`config.mk`:
```
export PLATFORM = sky130hd
export DESIGN_NAME = mem_bank_arbiter
export DESIGN_NICKNAME = d
export VERILOG_FILES = /design/src/rtl/mem_pkg.sv /design/src/rtl/mem_bank_arbiter_if.sv /design/src/rtl/mem_bank_arbiter_rr_arb2.sv /design/src/rtl/mem_bank_arbiter.sv
export SDC_FILE = /design/constraint.sdc
export NUM_CORES = 1
export LEC_CHECK = 0
export BUFFER_PORTS_ARGS = -buffer_cell sky130_fd_sc_hd__buf_2
export CAP_MARGIN = 20
export CORE_MARGIN = 2
export CORE_UTILIZATION = 42
export DETAILED_ROUTE_END_ITERATION = 16
export PLACE_DENSITY = 0.89
export SLEW_MARGIN = 20
export SYNTH_ARGS = -nofsm -noshare
export SYNTH_HDL_FRONTEND = slang
export SYNTH_SLANG_ARGS = --single-unit
```
`constraint.sdc`:
```
create_clock -name clk -period 1.9 [get_ports clk]
set_input_delay 0.19 -clock clk [delete_from_list [all_inputs] [get_ports clk]]
set_output_delay 0.19 -clock clk [all_outputs]
set_load 0.01 [all_outputs]
```
`src/rtl/mem_pkg.sv`:
```
// Shared constants and port-tag encoding for the two-port memory bank arbiter.
package mem_pkg;
  localparam int AW = 11;
  localparam int DW = 8;

  typedef enum logic {
    PORT_A = 1'b0,
    PORT_B = 1'b1
  } port_t;

  // Round-robin: after serving a port, priority passes to the other one.
  function automatic port_t other_port(input port_t served);
    return (served == PORT_A) ? PORT_B : PORT_A;
  endfunction
endpackage

```
`src/rtl/mem_bank_arbiter_if.sv`:
```
// One requesting port of the arbiter: request bus, grant, and read return.
// Handshake: a request (req with we/addr/wdata) is held stable until gnt is 1
// in the same cycle; the transfer happens on that rising edge. rvalid has no
// ready: the port must take rdata in the cycle rvalid is 1.
interface mem_port_if #(
  parameter int AW = 11,
  parameter int DW = 8
);
  logic          req;
  logic          we;
  logic [AW-1:0] addr;
  logic [DW-1:0] wdata;
  logic          gnt;
  logic          rvalid;
  logic [DW-1:0] rdata;

  modport master (output req, we, addr, wdata, input gnt, rvalid, rdata);
  modport slave  (input req, we, addr, wdata, output gnt, rvalid, rdata);
  modport arb    (input req, output gnt);
endinterface

```
`src/rtl/mem_bank_arbiter_rr_arb2.sv`:
```
// Two-way round-robin grant with a 1-bit priority pointer.
module rr_arb2
  import mem_pkg::*;
(
  input  logic    clk,
  input  logic    rst,
  mem_port_if.arb a,
  mem_port_if.arb b,
  output port_t   ptr
);
  port_t ptr_next;

  always_ff @(posedge clk) begin
    if (rst) ptr <= PORT_A;
    else     ptr <= ptr_next;
  end

  always_comb begin
    a.gnt    = 1'b0;
    b.gnt    = 1'b0;
    ptr_next = ptr;
    if (!rst) begin
      if (a.req && (!b.req || ptr == PORT_A)) a.gnt = 1'b1;
      else if (b.req)                         b.gnt = 1'b1;
    end
    if (a.gnt)      ptr_next = other_port(PORT_A);
    else if (b.gnt) ptr_next = other_port(PORT_B);
  end
endmodule

```
`src/rtl/mem_bank_arbiter.sv`:
```
// Two-port arbiter in front of an external registered memory: grant, one-cycle
// issue stage, and a return stage that routes read data back to its port.
module mem_bank_arbiter #(
  parameter int AW = mem_pkg::AW,
  parameter int DW = mem_pkg::DW
) (
  input  logic          clk,
  input  logic          rst,
  input  logic          a_req,
  input  logic          a_we,
  input  logic [AW-1:0] a_addr,
  input  logic [DW-1:0] a_wdata,
  output logic          a_gnt,
  output logic          a_rvalid,
  output logic [DW-1:0] a_rdata,
  input  logic          b_req,
  input  logic          b_we,
  input  logic [AW-1:0] b_addr,
  input  logic [DW-1:0] b_wdata,
  output logic          b_gnt,
  output logic          b_rvalid,
  output logic [DW-1:0] b_rdata,
  output logic          mem_ren,
  output logic          mem_wen,
  output logic [AW-1:0] mem_raddr,
  output logic [AW-1:0] mem_waddr,
  output logic [DW-1:0] mem_din,
  input  logic [DW-1:0] mem_dout
);
  import mem_pkg::*;

  mem_port_if #(.AW(AW), .DW(DW)) a_p ();
  mem_port_if #(.AW(AW), .DW(DW)) b_p ();

  assign a_p.req   = a_req;
  assign a_p.we    = a_we;
  assign a_p.addr  = a_addr;
  assign a_p.wdata = a_wdata;
  assign b_p.req   = b_req;
  assign b_p.we    = b_we;
  assign b_p.addr  = b_addr;
  assign b_p.wdata = b_wdata;
  assign a_gnt     = a_p.gnt;
  assign b_gnt     = b_p.gnt;
  assign a_rvalid  = a_p.rvalid;
  assign a_rdata   = a_p.rdata;
  assign b_rvalid  = b_p.rvalid;
  assign b_rdata   = b_p.rdata;

  port_t arb_ptr;

  rr_arb2 u_arb (
    .clk (clk),
    .rst (rst),
    .a   (a_p.arb),
    .b   (b_p.arb),
    .ptr (arb_ptr)
  );

  logic          gnt_any;
  port_t         gnt_port;
  logic          sel_we;
  logic [AW-1:0] sel_addr;
  logic [DW-1:0] sel_wdata;

  always_comb begin
    gnt_any   = a_p.gnt | b_p.gnt;
    gnt_port  = b_p.gnt ? PORT_B : PORT_A;
    sel_we    = b_p.gnt ? b_p.we    : a_p.we;
    sel_addr  = b_p.gnt ? b_p.addr  : a_p.addr;
    sel_wdata = b_p.gnt ? b_p.wdata : a_p.wdata;
  end

  logic          iss_valid;
  logic          iss_we;
  port_t         iss_tag;
  logic [AW-1:0] raddr_q;
  logic [AW-1:0] waddr_q;
  logic [DW-1:0] din_q;
  logic          ret_valid;
  port_t         ret_tag;

  // Address/data registers only load for their own operation so the unused
  // side keeps its last value.
  always_ff @(posedge clk) begin
    if (rst) begin
      iss_valid <= 1'b0;
      iss_we    <= 1'b0;
      iss_tag   <= PORT_A;
      raddr_q   <= '0;
      waddr_q   <= '0;
      din_q     <= '0;
      ret_valid <= 1'b0;
      ret_tag   <= PORT_A;
    end else begin
      iss_valid <= gnt_any;
      if (gnt_any) begin
        iss_we  <= sel_we;
        iss_tag <= gnt_port;
        if (sel_we) begin
          waddr_q <= sel_addr;
          din_q   <= sel_wdata;
        end else begin
          raddr_q <= sel_addr;
        end
      end
      ret_valid <= iss_valid & ~iss_we;
      ret_tag   <= iss_tag;
    end
  end

  assign mem_wen   = iss_valid & iss_we;
  assign mem_ren   = iss_valid & ~iss_we;
  assign mem_raddr = raddr_q;
  assign mem_waddr = waddr_q;
  assign mem_din   = din_q;

  // mem_dout arrives the cycle after mem_ren, aligned with ret_valid.
  assign a_p.rvalid = ret_valid && (ret_tag == PORT_A);
  assign b_p.rvalid = ret_valid && (ret_tag == PORT_B);
  assign a_p.rdata  = a_p.rvalid ? mem_dout : '0;
  assign b_p.rdata  = b_p.rvalid ? mem_dout : '0;
endmodule

```
==> flow_summary.ini, run 1 <==
[yosys]
ys.flop_type = dfxtp_1
avgSynthCellArea_um2 = 9.61
synth_area_mm2 = 0.00162
synth_seq_cells = 36
synth_cell_type_count = 28
synth_enable_flop_cells = 0
ys_seq_area_frac = 0.444
synth_top_area_cell = dfxtp_1
synth_top_area_share = 0.444
synth_cells = 169
syn_nets = 221
async_flop_share = 0
synthTopCellsByArea = dfxtp_1 44%, mux2i_1 12%, o21ai_2 5.4%
yosys_warnings = 0

[floorplan]
die_width_um = 66.2
row_count = 22
core-area_mm2 = 0.00369
start_util = 0.440
die_area_mm2 = 0.00438
num_io_pins = 104
die_h_um = 66.2

[finish]
syn2layout_area_growth_pct = 40.0
layout.nets = 326
seqCellArea_um2 = 721
n_fill_cell = 330
antenna_cells = 0
drive_gt1_frac = 0.476
multiInputGateArea_um2 = 822
finalNonFillerCells = 323

[hold_path]
min-delay-start = rst
hold_path.class = in2reg

[timing]
hold_ws_ns = 0.115
rsz0062_at_grt = no
layout_worst_path_cycle_share = 0.915
tightest_slew_ns = 0.855
fin_worst_skew_ns = 0.00398
timing.final.hold_violations = 0
tns_ns = 0
slew_headroom = 0.430
clock.fmax_ghz = 0.575
setup_violations = 0
period_minus_slack_ns = 1.74
drv_slew = 0
fin_ws_ns = 0.162

[drt]
drt_iter0_markers = 40
avgViaCountPerCell = 4.79
firstDrtPassIters = 6
drc = 0
avgRoutedWirePerCell_um = 11.9
routed_wl_um = 3860
ant_nets = 0
vias = 1548

[global_routing]
met1_usage = 0.176
grt_pass1_wl_um = 5950
grt_antenna_before_repair = 0
busiest_layer = met2
first_global_vias = 1389
met3_usage = 0.0664
grt_max_degree = 21
grtUsageMet2 = 0.344
grt.total_usage = 0.179
grt.overflow.total = 0

[setup_path]
cpMaxStageDelayCell = or2_1
timing.critical_path.slowest_cell_delay_ns = 0.68
critPathKind = reg2reg
endpoint_kind = flop
r2r-start = u_arb.ptr
crit_required_ns = 2.03
crit_chain = nand2b_4 > a22oi_1 > or2_1 > o21ai_0
cp_max_fo = 19
crit_arrival_ns = 1.86
startpoint_type = flop
startpoint = u_arb.ptr

[job]
maxCapViolCount = 0

[clock_network]
htreeDepth = 2
cts_setup_buffers = 0
insertion_delay_ns = 0.27
cts_resized = 0
clock-sinks = 36
cts_root_buffer = clkbuf_8
cts_tree = done
numCtsBuffers = 5
ctsHoldBuffers = 0
clk_pin_slew_ns = 0.07
clock_path_buffers = 2

[power]
cellLeakagePower_nw = 1.27
ir_worst_vdd_uv = 534
powerDensity_mw_per_mm2 = 763

[placed_design]
pre_cts_slack_ns = 0.135
io_buffers = 103
dp.cells = 315
place_congestion = 0.848
hpwlAfterDp_um = 3020

[outcome]
status = complete, no violations
==> cell families after synthesis <==
logic type             after synthesis  synth area share
multiplexers                        19             0.117
AO/OA/AOI/OAI                       37             0.186
AND/OR/NAND/NOR                     65             0.203
buffers and inverters               12            0.0501
flip-flops                          36             0.444
==> registers in the layout, indices dropped and copies added, names as in the netlist <==
register / cells
ret_valid: 1
mem_din: 8
iss_valid: 1
mem_raddr: 11
iss_we: 1
ret_tag: 1
iss_tag: 1
u_arb.ptr: 1
mem_waddr: 11
==> worst max-delay path: cells and delay by family (launching register included) <==
kind	cells	cell delay [ns]
AO/OA/AOI/OAI	2	0.35
flip-flops	1	0.36
AND/OR/NAND/NOR	2	0.88
==> synth_stat cells, drive strengths merged, types with 2 or more instances <==
| cell type | count |
|---|---|
| nand2 | 19 |
| nor2 | 15 |
| mux2i | 19 |
| nand2b | 2 |
| clkbuf | 3 |
| and3 | 8 |
| o21ai | 19 |
| buf | 8 |
| a21oi | 2 |
| dfxtp | 36 |
| and2 | 11 |
| nor2b | 5 |
| nor3 | 2 |
| a211oi | 11 |
==> worst paths after layout <==
| kind | to | slack [ns] | depth (start not counted) |
|---|---|---|---|
| min reg2reg | mem_din[2] | 0.45 | 2 |
| min | iss_tag | 0.12 | 2 |
| max reg2reg | mem_din[4] | 0.16 | 4 |
| max | mem_din[4] | 0.16 | 4 |
==> cell usage in the layout (no fill, tap or decap), drive strengths merged <==
cell	instances
and2b	1
nor2	15
inv	1
buf	109
o2bb2ai	1
nor2b	5
clkbuf	7
a21bo	1
and2	11
or2	1
and3	8
a21boi	1
a221oi	1
a21oi	2
nand2	19
nor3	2
nand3b	1
nand2b	2
a211oi	11
mux2i	19
dfxtp	36
a22oi	1
o21ai	19
clkinvlp	1
==> report_power, final <==
| part | internal [mW] | switching [mW] | leakage [nW] |
|---|---|---|---|
| registers | 0.815 | 0.0322 | 0.297 |
| clock network | 0.294 | 0.250 | 0.0445 |
| logic | 0.164 | 0.180 | 0.925 |
| total | 1.27 | 0.462 | 1.27 |
==> routing by layer <==
metal | up-vias | wire, µm | share of wire
met3 | 6 | 397 | 0.10
li1 | 794 | - | -
met5 | - | 0 | 0
met1 | 670 | 1490 | 0.39
met4 | 0 | 53 | 0.014
met2 | 78 | 1920 | 0.50
==> layout make-up <==
class                      count  share of cell area
inverter                       1             0.00165
timing repair buffer         109               0.252
sequential                    36               0.317
clock buffer                   7              0.0380
clock inverter                 1             0.00330
multi-input combinational    121               0.362
tap                           48              0.0264
==> stage by stage <==
step / instance area [µm²] / util / power, mW
floorplan: 1620 / - / 1.06
global placement: 2180 / 0.591 / 1.20
detailed placement: 2180 / 0.591 / 1.21
CTS: 2270 / 0.616 / 1.76
global route: 2270 / 0.616 / 1.84
finish: 2270 / 0.616 / 1.74
Power figures use the tool's default switching activity.
==> run 2, diff against run 1 <==
--- a/config.mk
+++ b/config.mk
@@ -8,9 +8,10 @@
 export BUFFER_PORTS_ARGS = -buffer_cell sky130_fd_sc_hd__buf_2
 export CAP_MARGIN = 20
 export CORE_MARGIN = 2
-export CORE_UTILIZATION = 42
+export CORE_UTILIZATION = 45
 export DETAILED_ROUTE_END_ITERATION = 16
-export PLACE_DENSITY = 0.89
+export PLACE_DENSITY = 0.94
+export SKIP_LAST_GASP = 1
 export SLEW_MARGIN = 20
 export SYNTH_ARGS = -nofsm -noshare
 export SYNTH_HDL_FRONTEND = slang
==> constraint.sdc (replaced) <==
create_clock -name clk -period 2.1 [get_ports clk]
set_input_delay 0.21 -clock clk [delete_from_list [all_inputs] [get_ports clk]]
set_output_delay 0.21 -clock clk [all_outputs]
set_load 0.01 [all_outputs]
==> run 2 against run 1 <==
  * Design area is 2.4% lower
  * Via count is 0.58% lower
  * Clock power is 29% lower
  * Core utilization is 3.9 points higher
  * Sequential share of layout area is 0.77 points higher
  * Register-to-register slack better by 0.17 ns
  * Maximum frequency is 1.9% lower
  * Combinational power is 11% lower
  * Sequential power is 9.4% lower
  * Critical path type unchanged
==> flow_summary.ini, run 2 (same netlist as run 1, synthesis figures left out) <==
[job]
maxCapViolCount = 0

[finish]
final_cell_mix = 103 x buf_2, 36 x dfxtp_1, 19 x mux2i_1, 19 x nand2_1, 15 x nor2_1
syn2layout_area_growth_pct = 36.7
seqCellArea_um2 = 721
drive_gt1_frac = 0.474
n_fill_cell = 297
fin_area_mm2 = 0.00222
layout_commonest_cell = buf_2
multiInputGateArea_um2 = 822
layout.nets = 325
antenna_cells = 0

[timing]
tightest_slew_ns = 0.854
clock.fmax_ghz = 0.564
setup_violations = 0
timing.final.hold_violations = 0
fin_ws_ns = 0.328
hold_ws_ns = 0.115
tns_ns = 0
drv_slew = 0
rsz0062_at_grt = no
layout_worst_path_cycle_share = 0.844
slew_headroom = 0.431
period_minus_slack_ns = 1.77
fin_worst_skew_ns = 0.00963

[power]
comb_power_share = 0.209
powerDensity_mw_per_mm2 = 657
ir_worst_vdd_uv = 421
p_seq_frac = 0.526
clockPowerShare = 0.265
cellLeakagePower_nw = 1.24
sw_frac_of_total = 0.283
p_switching_mw = 0.413
internal_power_mw = 1.04

[clock_network]
cts_resized = 0
insertion_delay_ns = 0.33
numCtsBuffers = 5
cts_root_buffer = clkbuf_4
clock_path_buffers = 2
cts_tree = done
htreeDepth = 2
clk_pin_slew_ns = 0.11
clock-sinks = 36
cts_setup_buffers = 0
ctsHoldBuffers = 0

[floorplan]
start_util = 0.479
die_area_mm2 = 0.00411
row_count = 21
die_h_um = 64.1
core-area_mm2 = 0.00339
num_io_pins = 104
die_width_um = 64.1

[drt]
routed_wl_um = 3800
firstDrtPassIters = 4
drc = 0
avgRoutedWirePerCell_um = 11.9
vias = 1539
avgViaCountPerCell = 4.81
ant_nets = 0
drt_iter0_markers = 37

[placed_design]
dpl-instance-area_mm2 = 0.00216
place_congestion = 0.796
io_buffers = 103
pre_cts_slack_ns = 0.314
hpwlAfterDp_um = 2980

[setup_path]
crit_required_ns = 2.29
cp_max_fo = 19
crit_arrival_ns = 1.97
critPathTopFamily = simple AND/OR/NAND/NOR gates
critPathKind = reg2reg
endpoint_kind = flop
path_buf_inv = 0
startpoint_type = flop
crit_chain = nand2b_4 > a22oi_1 > or2_1 > o21ai_0
timing.critical_path.slowest_cell_delay_ns = 0.68
cpMaxStageDelayCell = or2_1

[global_routing]
grt_antenna_before_repair = 0
grt_pass1_wl_um = 6400
first_global_vias = 1479
grt.total_usage = 0.199
grt_max_degree = 21
grt.overflow.total = 0

[outcome]
status = complete, no violations

[hold_path]
hold_path.class = in2reg
## run 2: changes by cell type in the layout (fill, tap and decap cells not counted)
cell,previous run,this run
buf_12,1,0
clkbuf_4,0,5
clkbuf_8,6,1
## run 2: through the flow
step	std cells	util	total power, mW
after floorplan	169	-	0.961
after global placement	312	0.636	1.08
after detailed placement	312	0.636	1.09
after CTS	320	0.655	1.47
after global routing	320	0.655	1.55
final	320	0.655	1.46
## run 2: layout make-up
type	instances	area share
Clock buffer	7	0.0248
Multi-Input combinational cell	121	0.370
Clock inverter	1	0.00338
Timing Repair Buffer	108	0.249
Tap cell	46	0.0259
Sequential cell	36	0.325
Inverter	1	0.00169
## run 2: path summary, 6_finish.rpt
| path | startpoint | endpoint | slack, ns | cells after the start |
|---|---|---|---|---|
| worst max-delay path | u_arb.ptr | mem_waddr[0] | 0.33 | 4 |
| worst max register to register | u_arb.ptr | mem_waddr[0] | 0.33 | 4 |
| worst min register to register | mem_waddr[10] | mem_waddr[10] | 0.46 | 2 |
| worst min-delay path | rst | mem_raddr[9] | 0.11 | 2 |
## run 2: power groups by stage
stage	logic (mW)	registers, mW	clock network, mW
2_1_floorplan	0.158	0.802	0
3_3_place_gp	0.301	0.780	0
3_5_place_dp	0.308	0.782	0
4_1_cts	0.308	0.767	0.394
5_1_grt	0.341	0.775	0.432
6_report	0.304	0.767	0.387
## run 2: layer usage
layer	track usage	routed length, µm	part of all wire	vias to the layer above
met3	0.0757	377	0.099	7
met2	0.354	1850	0.49	74
met5	0	0	0	-
met1	0.208	1500	0.40	667
met4	0.0870	69	0.018	0
li1	-	-	-	791
